## config.mk

```make
export PLATFORM = sky130hd
export DESIGN_NAME = determ_decode_fxp_ctrl
export DESIGN_NICKNAME = d
export VERILOG_FILES = /design/src/rtl/determ_decode_fxp_ctrl_pkg.sv /design/src/rtl/determ_add_fxp.sv /design/src/rtl/determ_decode_fxp_ctrl.sv
export SDC_FILE = /design/constraint.sdc
export NUM_CORES = 1
export LEC_CHECK = 0
export CORE_MARGIN = 10
export CORE_UTILIZATION = 45
export DETAILED_ROUTE_END_ITERATION = 7
export PLACE_DENSITY = 0.74
export SLEW_MARGIN = 20
export SYNTH_ARGS = -nofsm -noshare
export SYNTH_HDL_FRONTEND = slang
export SYNTH_SLANG_ARGS = --single-unit
```

## constraint.sdc

```tcl
create_clock -name CLK -period 4 [get_ports CLK]
set_input_delay 0.8 -clock CLK [delete_from_list [all_inputs] [get_ports CLK]]
set_output_delay 0.8 -clock CLK [all_outputs]
set_load 0.02 [all_outputs]
```

## src/rtl/determ_decode_fxp_ctrl_pkg.sv

```systemverilog
// ----------------------------------------------------------------------------
// determ_decode_fxp_ctrl_pkg
// Shared definitions for the deterministic-bitstream decode controller and
// its accumulate datapath:
//   - state_e      : controller state encoding (IDLE / RUN / HOLD)
//   - fxp_one()    : the +1.0 constant in a signed Q(iw).(bw-iw) format
//   - sat_max()    : most positive raw value of a signed bw-bit word
//   - sat_min()    : most negative raw value of a signed bw-bit word
// All helpers return 64-bit signed values; callers slice to their width.
// ----------------------------------------------------------------------------
package determ_decode_fxp_ctrl_pkg;

    typedef enum logic [1:0] {
        ST_IDLE = 2'd0,
        ST_RUN  = 2'd1,
        ST_HOLD = 2'd2
    } state_e;

    localparam int FXP_CALC_W = 64;

    // +1.0 in Q(iw).(bw-iw): a one at the first integer bit position.
    function automatic logic signed [FXP_CALC_W-1:0] fxp_one(input int bw, input int iw);
        return 64'sd1 <<< (bw - iw);
    endfunction

    // Upper saturation bound of a signed bw-bit word.
    function automatic logic signed [FXP_CALC_W-1:0] sat_max(input int bw);
        return (64'sd1 <<< (bw - 1)) - 64'sd1;
    endfunction

    // Lower saturation bound of a signed bw-bit word.
    function automatic logic signed [FXP_CALC_W-1:0] sat_min(input int bw);
        return -(64'sd1 <<< (bw - 1));
    endfunction

endpackage

```

## src/rtl/determ_add_fxp.sv

```systemverilog
// ----------------------------------------------------------------------------
// determ_add_fxp
// Shared deterministic add-with-FXP datapath: adds the value of one
// deterministic bitstream bit (1 -> +1.0, 0 -> -1.0) to a signed fixed-point
// operand in format Q(INT_WIDTH).(BIT_WIDTH-INT_WIDTH). Purely combinational;
// the operand is expected to have headroom, the sum wraps otherwise.
// Ports:
//   i_a  : deterministic bit
//   i_b  : signed FXP operand
//   o_y  : i_b + (+1.0 or -1.0)
// ----------------------------------------------------------------------------
module determ_add_fxp
    import determ_decode_fxp_ctrl_pkg::*;
#(
    parameter int BIT_WIDTH = 16,
    parameter int INT_WIDTH = 1
) (
    input  logic                        i_a,
    input  logic signed [BIT_WIDTH-1:0] i_b,
    output logic signed [BIT_WIDTH-1:0] o_y
);

    localparam logic signed [FXP_CALC_W-1:0] ONE_WIDE = fxp_one(BIT_WIDTH, INT_WIDTH);
    localparam logic signed [BIT_WIDTH-1:0]  ONE      = ONE_WIDE[BIT_WIDTH-1:0];

    // Step the operand by +/-1.0 depending on the bit.
    always_comb begin
        o_y = i_b;
        if (i_a) begin
            o_y = i_b + ONE;
        end else begin
            o_y = i_b - ONE;
        end
    end

endmodule

```

## src/rtl/determ_decode_fxp_ctrl.sv

```systemverilog
// ----------------------------------------------------------------------------
// determ_decode_fxp_ctrl
// Decodes a window of 2^LOG2_LEN deterministic bitstream bits (1 = +1.0,
// 0 = -1.0) into their signed fixed-point average, saturated to BIT_WIDTH
// bits in format Q(INT_WIDTH).(BIT_WIDTH-INT_WIDTH).
// Ports:
//   CLK, nRST  : rising-edge clock, asynchronous active-low reset
//   start      : begins a window (sampled only in IDLE)
//   in_bit/in_valid/in_ready    : input bit handshake (accepted in RUN)
//   out_value/out_valid/out_ready : result handshake (presented in HOLD)
//   busy       : high in RUN or HOLD
//   abort      : only with DETERM_DECODE_ABORT_EN defined; drops the current
//                window and returns to IDLE
// Optional feature macro: DETERM_DECODE_ABORT_EN
// ----------------------------------------------------------------------------
module determ_decode_fxp_ctrl
    import determ_decode_fxp_ctrl_pkg::*;
#(
    parameter int BIT_WIDTH = 16,
    parameter int INT_WIDTH = 1,
    parameter int LOG2_LEN  = 3
) (
    input  logic                 CLK,
    input  logic                 nRST,
    input  logic                 start,
    input  logic                 in_bit,
    input  logic                 in_valid,
    output logic                 in_ready,
    output logic [BIT_WIDTH-1:0] out_value,
    output logic                 out_valid,
    input  logic                 out_ready,
`ifdef DETERM_DECODE_ABORT_EN
    input  logic                 abort,
`endif
    output logic                 busy
);

    // The accumulator carries one integer bit beyond BIT_WIDTH+LOG2_LEN so
    // that the all-ones sum of +2^LOG2_LEN is representable and saturates
    // correctly instead of wrapping to the most negative value.
    localparam int ACC_W   = BIT_WIDTH + LOG2_LEN + 1;
    localparam int ACC_INT = INT_WIDTH + LOG2_LEN + 1;
    localparam int CNT_W   = LOG2_LEN + 1;

    localparam logic [CNT_W-1:0] LAST_IDX = CNT_W'((1 << LOG2_LEN) - 1);
    localparam logic [CNT_W-1:0] CNT_ONE  = CNT_W'(1);
    localparam logic signed [FXP_CALC_W-1:0] SAT_HI = sat_max(BIT_WIDTH);
    localparam logic signed [FXP_CALC_W-1:0] SAT_LO = sat_min(BIT_WIDTH);

    state_e                   r_state;
    logic signed [ACC_W-1:0]  r_acc;
    logic [CNT_W-1:0]         r_count;
    logic [BIT_WIDTH-1:0]     r_out_value;
    logic                     r_out_valid;
    logic                     r_in_ready;
    logic                     r_busy;

    logic signed [ACC_W-1:0]      w_acc_next;
    logic                         w_abort;
    logic                         w_in_ready;
    logic                         w_accept;
    logic                         w_last;
    logic signed [FXP_CALC_W-1:0] w_sum_wide;
    logic signed [FXP_CALC_W-1:0] w_avg_wide;
    logic [BIT_WIDTH-1:0]         w_sat_value;

`ifdef DETERM_DECODE_ABORT_EN
    assign w_abort = abort;
`else
    assign w_abort = 1'b0;
`endif

    // A bit offered during an abort cycle must not be taken.
    assign w_in_ready = r_in_ready & ~w_abort;
    assign w_accept   = in_valid & w_in_ready;
    assign w_last     = (r_count == LAST_IDX);

    determ_add_fxp #(
        .BIT_WIDTH (ACC_W),
        .INT_WIDTH (ACC_INT)
    ) u_add (
        .i_a (in_bit),
        .i_b (r_acc),
        .o_y (w_acc_next)
    );

    // Average of the final sum: every step is an integer multiple of 1.0,
    // so the arithmetic shift is exact.
    assign w_sum_wide = {{(FXP_CALC_W-ACC_W){w_acc_next[ACC_W-1]}}, w_acc_next};
    assign w_avg_wide = w_sum_wide >>> LOG2_LEN;

    // Clamp the average to the signed BIT_WIDTH output range.
    always_comb begin
        w_sat_value = w_avg_wide[BIT_WIDTH-1:0];
        if (w_avg_wide > SAT_HI) begin
            w_sat_value = SAT_HI[BIT_WIDTH-1:0];
        end else if (w_avg_wide < SAT_LO) begin
            w_sat_value = SAT_LO[BIT_WIDTH-1:0];
        end else begin
            w_sat_value = w_avg_wide[BIT_WIDTH-1:0];
        end
    end

    // Controller FSM with all handshake outputs registered.
    always_ff @(posedge CLK or negedge nRST) begin
        if (!nRST) begin
            r_state     <= ST_IDLE;
            r_acc       <= '0;
            r_count     <= '0;
            r_out_value <= '0;
            r_out_valid <= 1'b0;
            r_in_ready  <= 1'b0;
            r_busy      <= 1'b0;
        end else begin
            case (r_state)
                ST_IDLE: begin
                    if (start && !w_abort) begin
                        r_acc      <= '0;
                        r_count    <= '0;
                        r_in_ready <= 1'b1;
                        r_busy     <= 1'b1;
                        r_state    <= ST_RUN;
                    end
                end
                ST_RUN: begin
                    if (w_abort) begin
                        r_acc      <= '0;
                        r_count    <= '0;
                        r_in_ready <= 1'b0;
                        r_busy     <= 1'b0;
                        r_state    <= ST_IDLE;
                    end else if (w_accept) begin
                        r_acc <= w_acc_next;
                        if (w_last) begin
                            r_count     <= '0;
                            r_out_value <= w_sat_value;
                            r_out_valid <= 1'b1;
                            r_in_ready  <= 1'b0;
                            r_state     <= ST_HOLD;
                        end else begin
                            r_count <= r_count + CNT_ONE;
                        end
                    end
                end
                ST_HOLD: begin
                    if (w_abort) begin
                        r_acc       <= '0;
                        r_count     <= '0;
                        r_out_valid <= 1'b0;
                        r_busy      <= 1'b0;
                        r_state     <= ST_IDLE;
                    end else if (out_ready) begin
                        r_out_valid <= 1'b0;
                        r_busy      <= 1'b0;
                        r_state     <= ST_IDLE;
                    end
                end
                default: begin
                    r_acc       <= '0;
                    r_count     <= '0;
                    r_out_valid <= 1'b0;
                    r_in_ready  <= 1'b0;
                    r_busy      <= 1'b0;
                    r_state     <= ST_IDLE;
                end
            endcase
        end
    end

    assign in_ready  = w_in_ready;
    assign out_value = r_out_value;
    assign out_valid = r_out_valid;
    assign busy      = r_busy;

endmodule

```

### After elaboration in Yosys (flattened, before gate mapping)

Index checks and enable logic that the tools add are counted.

| word-level totals | value |
|---|---|
| register bits | 45 |
| input bits | 6 |
| logic and storage cells | 54 |

| cells by class | value |
|---|---|
| add/sub/neg operators | 3 |
| $lt $le $gt $ge | 2 |
| equal/unequal tests | 7 |
| multiplexer cells | 24 |
| bitwise logic cells | 4 |
| reduce and logical (&&, ||, !) cells | 7 |

Operators by type and width:

| cell | number |
|---|---|
| 20-bit 2-to-1 mux | 3 |
| 20-bit case mux with 3 select lines | 1 |
| 16-bit 2-to-1 mux | 2 |
| 20-bit by 17-bit adder with 20-bit output (second input constant) | 1 |
| 20-bit by 17-bit subtractor with 20-bit output (second input constant) | 1 |
| 17-bit by 16-bit > comparator with 1-bit output (second input constant) | 1 |
| 17-bit by 16-bit < comparator with 1-bit output (second input constant) | 1 |
| 4-bit 2-to-1 mux | 3 |
| 4-bit case mux with 3 select lines | 1 |
| 4-bit AND reduction | 3 |
| 1-bit case mux with 3 select lines | 3 |
| 3-bit AND reduction | 3 |
| 2-bit 2-to-1 mux | 4 |
| 2-bit inequality test (second input constant) | 4 |
| 1-bit 2-to-1 mux | 6 |
| 2-bit case mux with 3 select lines | 1 |
| 4-bit by 1-bit adder with 4-bit output (second input constant) | 1 |
| 4-bit by 3-bit equality test with 1-bit output (second input constant) | 1 |
| 1-bit inverter | 3 |
| 2-bit by 1-bit equality test with 1-bit output (second input constant) | 1 |
| 2-bit equality test (second input constant) | 1 |
| 2-bit zero test | 1 |
| 1-bit AND | 1 |

### Longest topological paths before layout

Gate-level depths: netlist of the first run.

| logic depth | value |
|---|---|
| word-level depth | 5 |
| mapped depth | 7 |
| mapped depth without buffers | 7 |

### Modules after synthesis

A second synthesis of the first run with hierarchy kept.

| unflattened totals | value |
|---|---|
| cells, all modules | 248 |
| area total of the unflattened synthesis | 2265.9 sq um |

Modules (own cells, without submodules):

| module | instances | cells each | area an instance (sq um) | sequential area each (sq um) |
|---|---|---|---|---|
| determ_decode_fxp_ctrl | 1 | 219 | 2020.7 | 1126.1 |
| determ_add_fxp | 1 | 29 | 245.2 | 0.0 |

### Worst setup path before layout of the first run

Ideal clock, no wire load.

| timing path | value |
|---|---|
| kind | input -> register |
| start point | input port in_bit |
| end point | register r_out_value[12], in the netlist out_value[12] |
| setup time | 121 ps |
| arrival time | 2100 ps |
| data required time | 3879 ps |
| setup slack | 1779 ps |
| cell stages on the path | 6 |
| buffers on the path | 0 |
| cell sequence | fa_1 -> nand2b_1 -> a21oi_1 -> xnor2_1 -> o21ai_0 -> a22o_1 |

| on the way | value |
|---|---|
| longest elaborated chain between the ends | 4 |
| elaborated cells between the ends (all ways) | 5 |
| classes of those cells | order compare (2); mux (3) |

RTL lines:

| item | RTL line | source |
|---|---|---|
| start: declaration | determ_decode_fxp_ctrl.sv:26 | `input logic in_bit,` |
| 20-bit 2-to-1 mux * | determ_add_fxp.sv:29 | `if (i_a) begin` |
| 17-bit by 16-bit < comparator with 1-bit output | determ_decode_fxp_ctrl.sv:97 | `end else if (w_avg_wide < SAT_LO) begin` |
| 16-bit 2-to-1 mux | determ_decode_fxp_ctrl.sv:97 |  |
| 16-bit 2-to-1 mux * | determ_decode_fxp_ctrl.sv:95 | `if (w_avg_wide > SAT_HI) begin` |
| end signal: assignment | determ_decode_fxp_ctrl.sv:136 | `r_out_value <= w_sat_value;` |
| end: declaration | determ_decode_fxp_ctrl.sv:53 | `logic [BIT_WIDTH-1:0] r_out_value;` |

Mark *: on every way between the ends. The rest lies on a longest branch, timed or not.
A chain may end at the register's enable or synchronous reset.

### Worst setup path after layout of the first run

| timing path | value |
|---|---|
| start point | input port in_bit |
| end point | register r_out_value[13], in the netlist out_value[13] |

The elaborated chain is that of the path after synthesis.

==> results.toml, run 1 <==
[route]
drt_iter0_drc = 15
viasPerCell = 5.29
totalWireLength_mm = 2.15
vias = 799
detail-route-antenna-nets = 0
first_pass_iters = 4
drc_errors = 0
wl_per_cell_um = 14.3

[critical_path]
cp.arrival_ps = 2820
critPathCaptureType = "register"
path_class = "primary input to register"
cp_max_fo = 7
cp.required_ps = 4190
critPathLaunchType = "primary input"

[sta]
tightest_slew_ps = 829
relSlewSlack = 0.445
skew_ps = 4.25
finalCriticalPeriod_ps = 2620
hold_viol = 0
slew_violations = 0
clock.fmax_ghz = 0.381
fin_setup_tns_ps = 0
rsz0062_at_grt = "no"
fin_ws_ps = 1380
setup_viol = 0
post-route-period-util = 0.656

[final_layout]
final_layout_size_suffix_gt1_frac = 0.0894
final_net_count = 135
insertedDiodeCount = 0
areaGrowthSynthToFinish_pct = 19.1

[pwr]
ir_drop_uv = 516
power_frac_seq = 0.345
p_switching_uw = 446
intPower_uw = 569
comb_power_share = 0.562
p_clk_frac = 0.094
netSwitchingFraction = 0.439
power_density_nw_per_um2 = 789
leakage_uw = 0.000564

[run_status]
status = "completed"

[clocking]
cts_tree = "yes"
clk-insertion-delay-late_ps = 290
htreeDepth = 1
clkSinkCount = 19
cts_root_buf = "clkbuf_4"
holdBufCountCts = 0
ctsResizeCount = 0
cts_buffers = 3
cts_setup_buffers = 0
clk_pin_slew_ps = 100
cts.path.max_buffers = 2

[logic_synthesis]
synth_seq_cells = 19
ys_seq_area_frac = 0.440
yosysWarnings = 0
synth-compound-area-share = 0.198
syn_area_um2 = 1080
synth_fa_ha_area_frac = 0.0649
muxShareOfSynthArea = 0.0104
avgSynthCellArea_um2 = 10.0
synth_cell_types = 32
synth_xor_xnor_area_share = 0.0394
synth_top_family_by_area = "compound AO/OA/AOI/OAI gates"
syn_nets = 119
synth_cells = 108
synth-simple-area-share = 0.134

[placed_design]
place_ws_ps = 1060
dpl.hpwl_mm = 1.73
portBuffers = 24
gp_congestion = 0.783

[floorplanning]
dieArea_um2 = 4760
die_w_um = 69.0
core_um2 = 2250
initial_core_util = 0.479
row_count = 17
io_pins = 25
die_h_um = 69.0

[global_route]
antenna_found_initial = 0
track_usage = 0.102
grt_first_pass_wirelength_mm = 3.70
grt_pass1_vias = 832
grt_max_degree = 20
grt_overflow_total = 0

[worst_hold_path]
min_path_type = "register to register"

[flow_run]
drv_cap = 0
## state kept, by name, indices dropped and copies added (netlist names)
| name | flops |
|---|---|
| out_value | 5 |
| r_acc | 5 |
| r_count | 4 |
| r_state | 2 |
| busy | 1 |
| in_ready | 1 |
| out_valid | 1 |
## synthesized netlist by cell type
cell | number | area share
nor2_1 | 7 | 0.024
o21ai_0 | 9 | 0.042
o22ai_1 | 1 | 0.0058
xnor2_1 | 1 | 0.0081
fa_1 | 1 | 0.019
a21oi_2 | 2 | 0.016
or3_1 | 1 | 0.0058
a21o_1 | 1 | 0.0070
and2_1 | 2 | 0.012
and3b_1 | 1 | 0.0081
buf_2 | 1 | 0.0046
or2_1 | 1 | 0.0058
o22ai_4 | 1 | 0.019
and2b_2 | 1 | 0.0081
xor2_2 | 1 | 0.015
o31ai_1 | 5 | 0.035
o32ai_1 | 1 | 0.0081
nand2b_4 | 1 | 0.013
ha_1 | 4 | 0.046
buf_4 | 12 | 0.083
xor2_1 | 2 | 0.016
nand2_1 | 12 | 0.042
dfrtp_1 | 19 | 0.44
nand2b_1 | 1 | 0.0058
a22o_1 | 4 | 0.032
a21oi_1 | 4 | 0.019
inv_1 | 7 | 0.024
nand2_2 | 1 | 0.0058
a211oi_1 | 1 | 0.0070
mux2_2 | 1 | 0.010
nand3_1 | 1 | 0.0046
o22a_1 | 1 | 0.0081
## per-stage QoR
stage / utilization / std cells / instance area [um2] / power [uW] / hold WS, ps
finish: 0.570 / 151 / 1290 / 1010 / 500
global route: 0.570 / 151 / 1290 / 1110 / 538
CTS: 0.570 / 151 / 1290 / 1030 / 505
detailed placement: 0.559 / 147 / 1260 / 928 / 480
global placement: 0.559 / 147 / 1260 / 901 / 476
floorplan: - / 108 / 1080 / 754 / 452
## kinds of logic after synthesis
| kind of cell | Yosys count |
|---|---|
| compound gates | 30 |
| simple gates | 29 |
| buf+inv | 20 |
| flops | 19 |
| fa+ha+maj | 5 |
| xor+xnor | 4 |
| mux | 1 |
## area by class of cell
class                      instances  area (um2)
tap                               28        35.0
inverter                           7        26.3
multi-input combinational         69         483
fill                             221         968
sequential                        19         475
timing repair buffer              24         240
clock buffer                       4        26.3
## per-layer routing
metal | GRT usage | vias to the layer above | wire (um)
li1 | - | 391 | -
met1 | 0.116 | 373 | 900
met2 | 0.158 | 27 | 957
met3 | 0.0403 | 8 | 219
met4 | 0.0665 | 0 | 76
met5 | 0 | - | 0
## power groups by stage
stage,logic [uW],registers (uW),clock network (uW)
2_1_floorplan,385,369,0
3_3_place_gp,552,349,0
3_5_place_dp,575,353,0
4_1_cts,577,350,99.9
5_1_grt,638,363,108
6_report,570,350,95.0
## worst paths after layout
kind / from / endpoint / slack (ps) / cells past startpoint
setup / recovery: in_bit / out_value[13] / 1380 / 8
hold / removal: r_acc[18] / r_acc[18] / 500 / 2
setup reg to reg: r_acc[15] / out_value[13] / 1980 / 7
hold reg to reg: r_acc[18] / r_acc[18] / 500 / 2
max in group asynchronous: nRST / in_ready / 2510 / 1
min in group asynchronous: nRST / r_count[2] / 970 / 1
## cells in the final DEF, fill, tap and decap left out, types with 2 or more instances in the layout
cell / netlist / final
ha_1: 4 / 4
clkdlybuf4s50_1: 0 / 24
a22o_1: 4 / 4
o31ai_1: 5 / 5
clkbuf_4: 0 / 3
and2_1: 2 / 2
inv_1: 7 / 7
dfrtp_1: 19 / 19
a21oi_1: 4 / 4
xor2_1: 2 / 2
nand2_1: 12 / 12
o21ai_0: 9 / 9
a21oi_2: 2 / 2
nor2_1: 7 / 7
## critical path, cell delays in order
cell             delay [ps]
clkdlybuf4s50_1         540
inv_1                   110
ha_1                    350
nor2_1                  140
a21oi_1                  70
xnor2_1                 410
o21ai_0                 170
a22o_1                  220
Note: power is estimated with default switching activity, not from simulation.
==> run 2: changes to the inputs <==
- CORE_UTILIZATION: 45 -> 44
- PLACE_DENSITY: 0.74 -> 0.75
- clock period: 4 -> 2.3 ns (I/O delays scaled with it)
==> run 2 against run 1 <==
Against the previous run: via count is 3.8% higher; largest cell class unchanged; utilization is 2.5 points higher; critical endpoint is now out_value[12]; critical path type unchanged; highest routed layer unchanged; worst setup slack worse by 1300 ps.
==> results.toml, run 2 (same netlist as run 1, synthesis figures left out) <==
[run_status]
status = "completed"

[global_route]
grt_max_degree = 20
track_usage = 0.0932
grt_overflow_total = 0
grt_pass1_vias = 869
grt_first_pass_wirelength_mm = 3.87
antenna_found_initial = 0

[final_layout]
most-common-layout-cells = "clkdlybuf4s50_1 (24), dfrtp_1 (19), nand2_1 (12)"
final_net_count = 143
areaGrowthSynthToFinish_pct = 25.5
insertedDiodeCount = 0
final_cells = 159
layout_commonest_cell = "clkdlybuf4s50_1"
final_layout_size_suffix_gt1_frac = 0.160

[route]
vias = 829
first_pass_iters = 4
drt_iter0_drc = 21
wl_per_cell_um = 13.7
totalWireLength_mm = 2.18
detail-route-antenna-nets = 0
viasPerCell = 5.21
drc_errors = 0

[floorplanning]
dieArea_um2 = 4840
die_h_um = 69.5
die_w_um = 69.5
row_count = 17
io_pins = 25
core_um2 = 2280
initial_core_util = 0.474

[pwr]
power_frac_seq = 0.317
power.total_uw = 1910
power_density_nw_per_um2 = 1410
intPower_uw = 1100
p_clk_frac = 0.088
comb_power_share = 0.594
leakage_uw = 0.000611
netSwitchingFraction = 0.423
p_switching_uw = 806
ir_drop_uv = 670

[clocking]
clk_pin_slew_ps = 110
cts_setup_buffers = 0
clk-insertion-delay-late_ps = 300
holdBufCountCts = 0
cts_root_buf = "clkbuf_4"
cts_tree = "yes"
htreeDepth = 1
clkSinkCount = 19
cts_buffers = 3
cts.path.max_buffers = 2

[sta]
relSlewSlack = 0.727
slew_violations = 0
fin_ws_ps = 94.4
fin_setup_tns_ps = 0
skew_ps = 4.48
rsz0062_at_grt = "no"
setup_viol = 0
hold_viol = 0
post-route-period-util = 0.959
tightest_slew_ps = 410
finalCriticalPeriod_ps = 2210
clock.fmax_ghz = 0.453

[critical_path]
worst-r2r-setup-slack_ps = 310
path_class = "primary input to register"
critPathCaptureType = "register"
r2r_end = "out_value[12]"
cp.required_ps = 2500
critPathLaunchType = "primary input"
reg2regPathDepth = 7
cp.arrival_ps = 2400
r2r_start = "r_acc[15]"
cp_max_fo = 6

[placed_design]
portBuffers = 24
dp_cells = 155
dpl.hpwl_mm = 1.74
gp_congestion = 0.850
place_ws_ps = -279

[worst_hold_path]
min_path_type = "primary input to asynchronous set/reset pin"

[flow_run]
drv_cap = 0
[run 2: final cells by class]
type,instances,area [um2]
clock buffers,3,22.5
clock inverters,1,5.00
fillers,201,921
inverters,7,26.3
multi-input cells,69,490
flip-flops and latches,19,475
well taps,28,35.0
repair buffers,32,300
[run 2: how the worst max path moves through the flow]
stage               startpoint       endpoint  slack [ps]
floorplan               in_bit  out_value[12]         420
global route            in_bit  out_value[12]          20
finish                  in_bit  out_value[12]          90
detailed placement      in_bit  out_value[12]        -280
CTS                     in_bit  out_value[12]          50
global placement        in_bit  out_value[12]        -170
[run 2: metal layers]
metal  track usage  wire length [um]  share of wire  up-vias
li1              -                 -              -      413
met1        0.0975               942           0.43      384
met2         0.161              1020           0.47       30
met3        0.0399               207          0.095        2
met4        0.0333                15         0.0069        0
met5             0                 0              0        -
[run 2: per-stage QoR]
step           hold WS, ps  instance area [um2]   util
2_1_floorplan          164                 1080      -
3_3_place_gp           477                 1320  0.580
3_5_place_dp           479                 1320  0.580
4_1_cts                483                 1350  0.592
5_1_grt                482                 1360  0.595
6_report               481                 1360  0.595
[run 2: critical path: stages]
cell and delay, ps:
clkdlybuf4s50_1 550, inv_1 110, ha_1 300, a21o_1 190
a21oi_2 180, xor2_2 290, o21ai_0 130, a22o_1 210
[run 2: timing repair]
item	4_1_cts	5_1_grt
setup endpoints to repair	0	3
resized for setup	0	1
hold endpoints to repair	0	0
[run 2: power groups by stage]
stage                     clock [uW]  sequential (uW)  combinational (uW)
final                            169              604                1130
after global placement             0              607                1090
after detailed placement           0              611                1120
after global routing             192              635                1240
after CTS                        176              606                1130
after floorplan                    0              641                 670
==> edit, RTL diff (settings of run 1) <==
Re-encode `state_e` (3 states) as one-hot, 3 bits wide.
--- a/src/rtl/determ_decode_fxp_ctrl_pkg.sv
+++ b/src/rtl/determ_decode_fxp_ctrl_pkg.sv
@@ -11,8 +11,8 @@
 package determ_decode_fxp_ctrl_pkg;
 
-    typedef enum logic [1:0] {
-        ST_IDLE = 2'd0,
-        ST_RUN  = 2'd1,
-        ST_HOLD = 2'd2
+    typedef enum logic [2:0] {
+        ST_IDLE = 3'b001,
+        ST_RUN  = 3'b010,
+        ST_HOLD = 3'b100
     } state_e;
 
Formal check against the unedited RTL: same outputs for any inputs over 10 cycles, from zero or initial values and one cycle with nRST low; not proved beyond that.
==> edit against run 1 <==
Final area grew 7.1%. Critical path type unchanged. Sequential cell count grew 1. Wire length grew 13%. Largest cell class unchanged. Synthesized area grew 8.9%. Setup slack lost 0.022 ns.
Power is not compared: it rests on default switching activity, and its combinational part moved more than twofold at a synthesized area within 25%.
==> edit: results <==
{
  "n_antenna_cell": 0,
  "top_layer_used": "met4",
  "grt_usage_pct": 9.57,
  "synth_commonest_cells": "dfrtp_1, buf_4, nand2_1",
  "drt_iter0_markers": 35,
  "yosysWarnings": 0,
  "slew_headroom_pct": 40.4,
  "min_path_type": "flop to flop",
  "routabilityCongestion": 0.875,
  "synthCells": 118,
  "clock_path_buffers": 2,
  "cts_resized": 0,
  "wl_met3_um": 155,
  "globalRouteMet1Util_pct": 10.6,
  "route.layer.met1.wl_um": 1070,
  "skew_ns": 0.0106,
  "met2_length_um": 1170,
  "async_flop_share_pct": 100,
  "grt_pass1_wl_um": 4160,
  "dp_hpwl_um": 1950,
  "final.fill_count": 223,
  "gr-usage-met3_pct": 3.21,
  "vias": 912,
  "ys_types": 40,
  "grt_pass1_vias": 946,
  "wl_per_cell_um": 15.2,
  "synth_xor_area_share_pct": 1.49,
  "cts_root_buf": "clkbuf_4",
  "synth-compound-area-share_pct": 19.8,
  "grt_max_degree": 21,
  "status": "finished clean",
  "synth_nets": 129,
  "drive_above_1_share_pct": 9.23,
  "vias_per_cell": 5.70,
  "dp_cells": 156,
  "synth_area_leaders": "dfrtp_1, buf_4, a22o_1",
  "muxShareOfSynthArea_pct": 2.87,
  "synth_ff_type": "dfrtp_1",
  "cpPeakStageDelay_ns": 0.50,
  "path_delay_family": "simple AND/OR/NAND/NOR gates",
  "crit_fanout": 6,
  "placed_area_um2": 1340,
  "seq_area_frac_synth_pct": 42.7,
  "use_met2_pct": 16.4,
  "fin_nets": 142,
  "synth_fa_ha_area_share_pct": 5.96
}
[edit: path summary, 6_finish.rpt]
path / to / cells past startpoint / slack, ns / from
min in group asynchronous: r_acc[18] / 1 / 1.00 / nRST
hold / removal: out_value[13] / 2 / 0.49 / out_value[13]
setup reg to reg: out_value[14] / 5 / 2.09 / r_acc[17]
setup / recovery: out_value[14] / 7 / 1.35 / in_bit
max in group asynchronous: out_value[15] / 1 / 2.45 / nRST
hold reg to reg: out_value[13] / 2 / 0.49 / out_value[13]
[edit: worst reg2reg max path: cells and delay by family, from the launching register on]
family / cells / cell delay, ns
fa+ha+maj: 1 / 0.35
flops: 1 / 0.42
simple gates: 2 / 0.63
compound gates: 2 / 0.39
[edit: per-stage QoR]
stage | utilization (%) | power [uW] | hold WS, ns | worst slack, ns
after floorplan | - | 433 | 0.470 | 1.73
after global placement | 54.1 | 478 | 0.469 | 1.17
after detailed placement | 54.1 | 484 | 0.465 | 1.06
after CTS | 55.6 | 600 | 0.490 | 1.38
after global routing | 55.6 | 637 | 0.538 | 1.26
final | 55.6 | 596 | 0.489 | 1.35
[edit: final cells by class]
class | instances | share of cell area, %
Multi-Input combinational cell | 76 | 39.1
Clock buffer | 4 | 2.63
Tap cell | 30 | 2.72
Inverter | 6 | 1.63
Sequential cell | 20 | 36.4
Timing Repair Buffer | 24 | 17.4
[edit: cells by family (layout without fill, tap and decap cells)]
group,count (synthesis),after routing
xor+xnor,2,2
flops,20,20
buf+inv,22,34
compound gates,31,31
mux,3,3
fa+ha+maj,5,5
simple gates,35,35
[edit: power breakdown]
| group | switching (uW) | total, uW | internal [uW] |
|---|---|---|---|
| Sequential | 32.9 | 267 | 234 |
| Clock | 59.2 | 115 | 55.4 |
| Combinational | 117 | 214 | 97.7 |
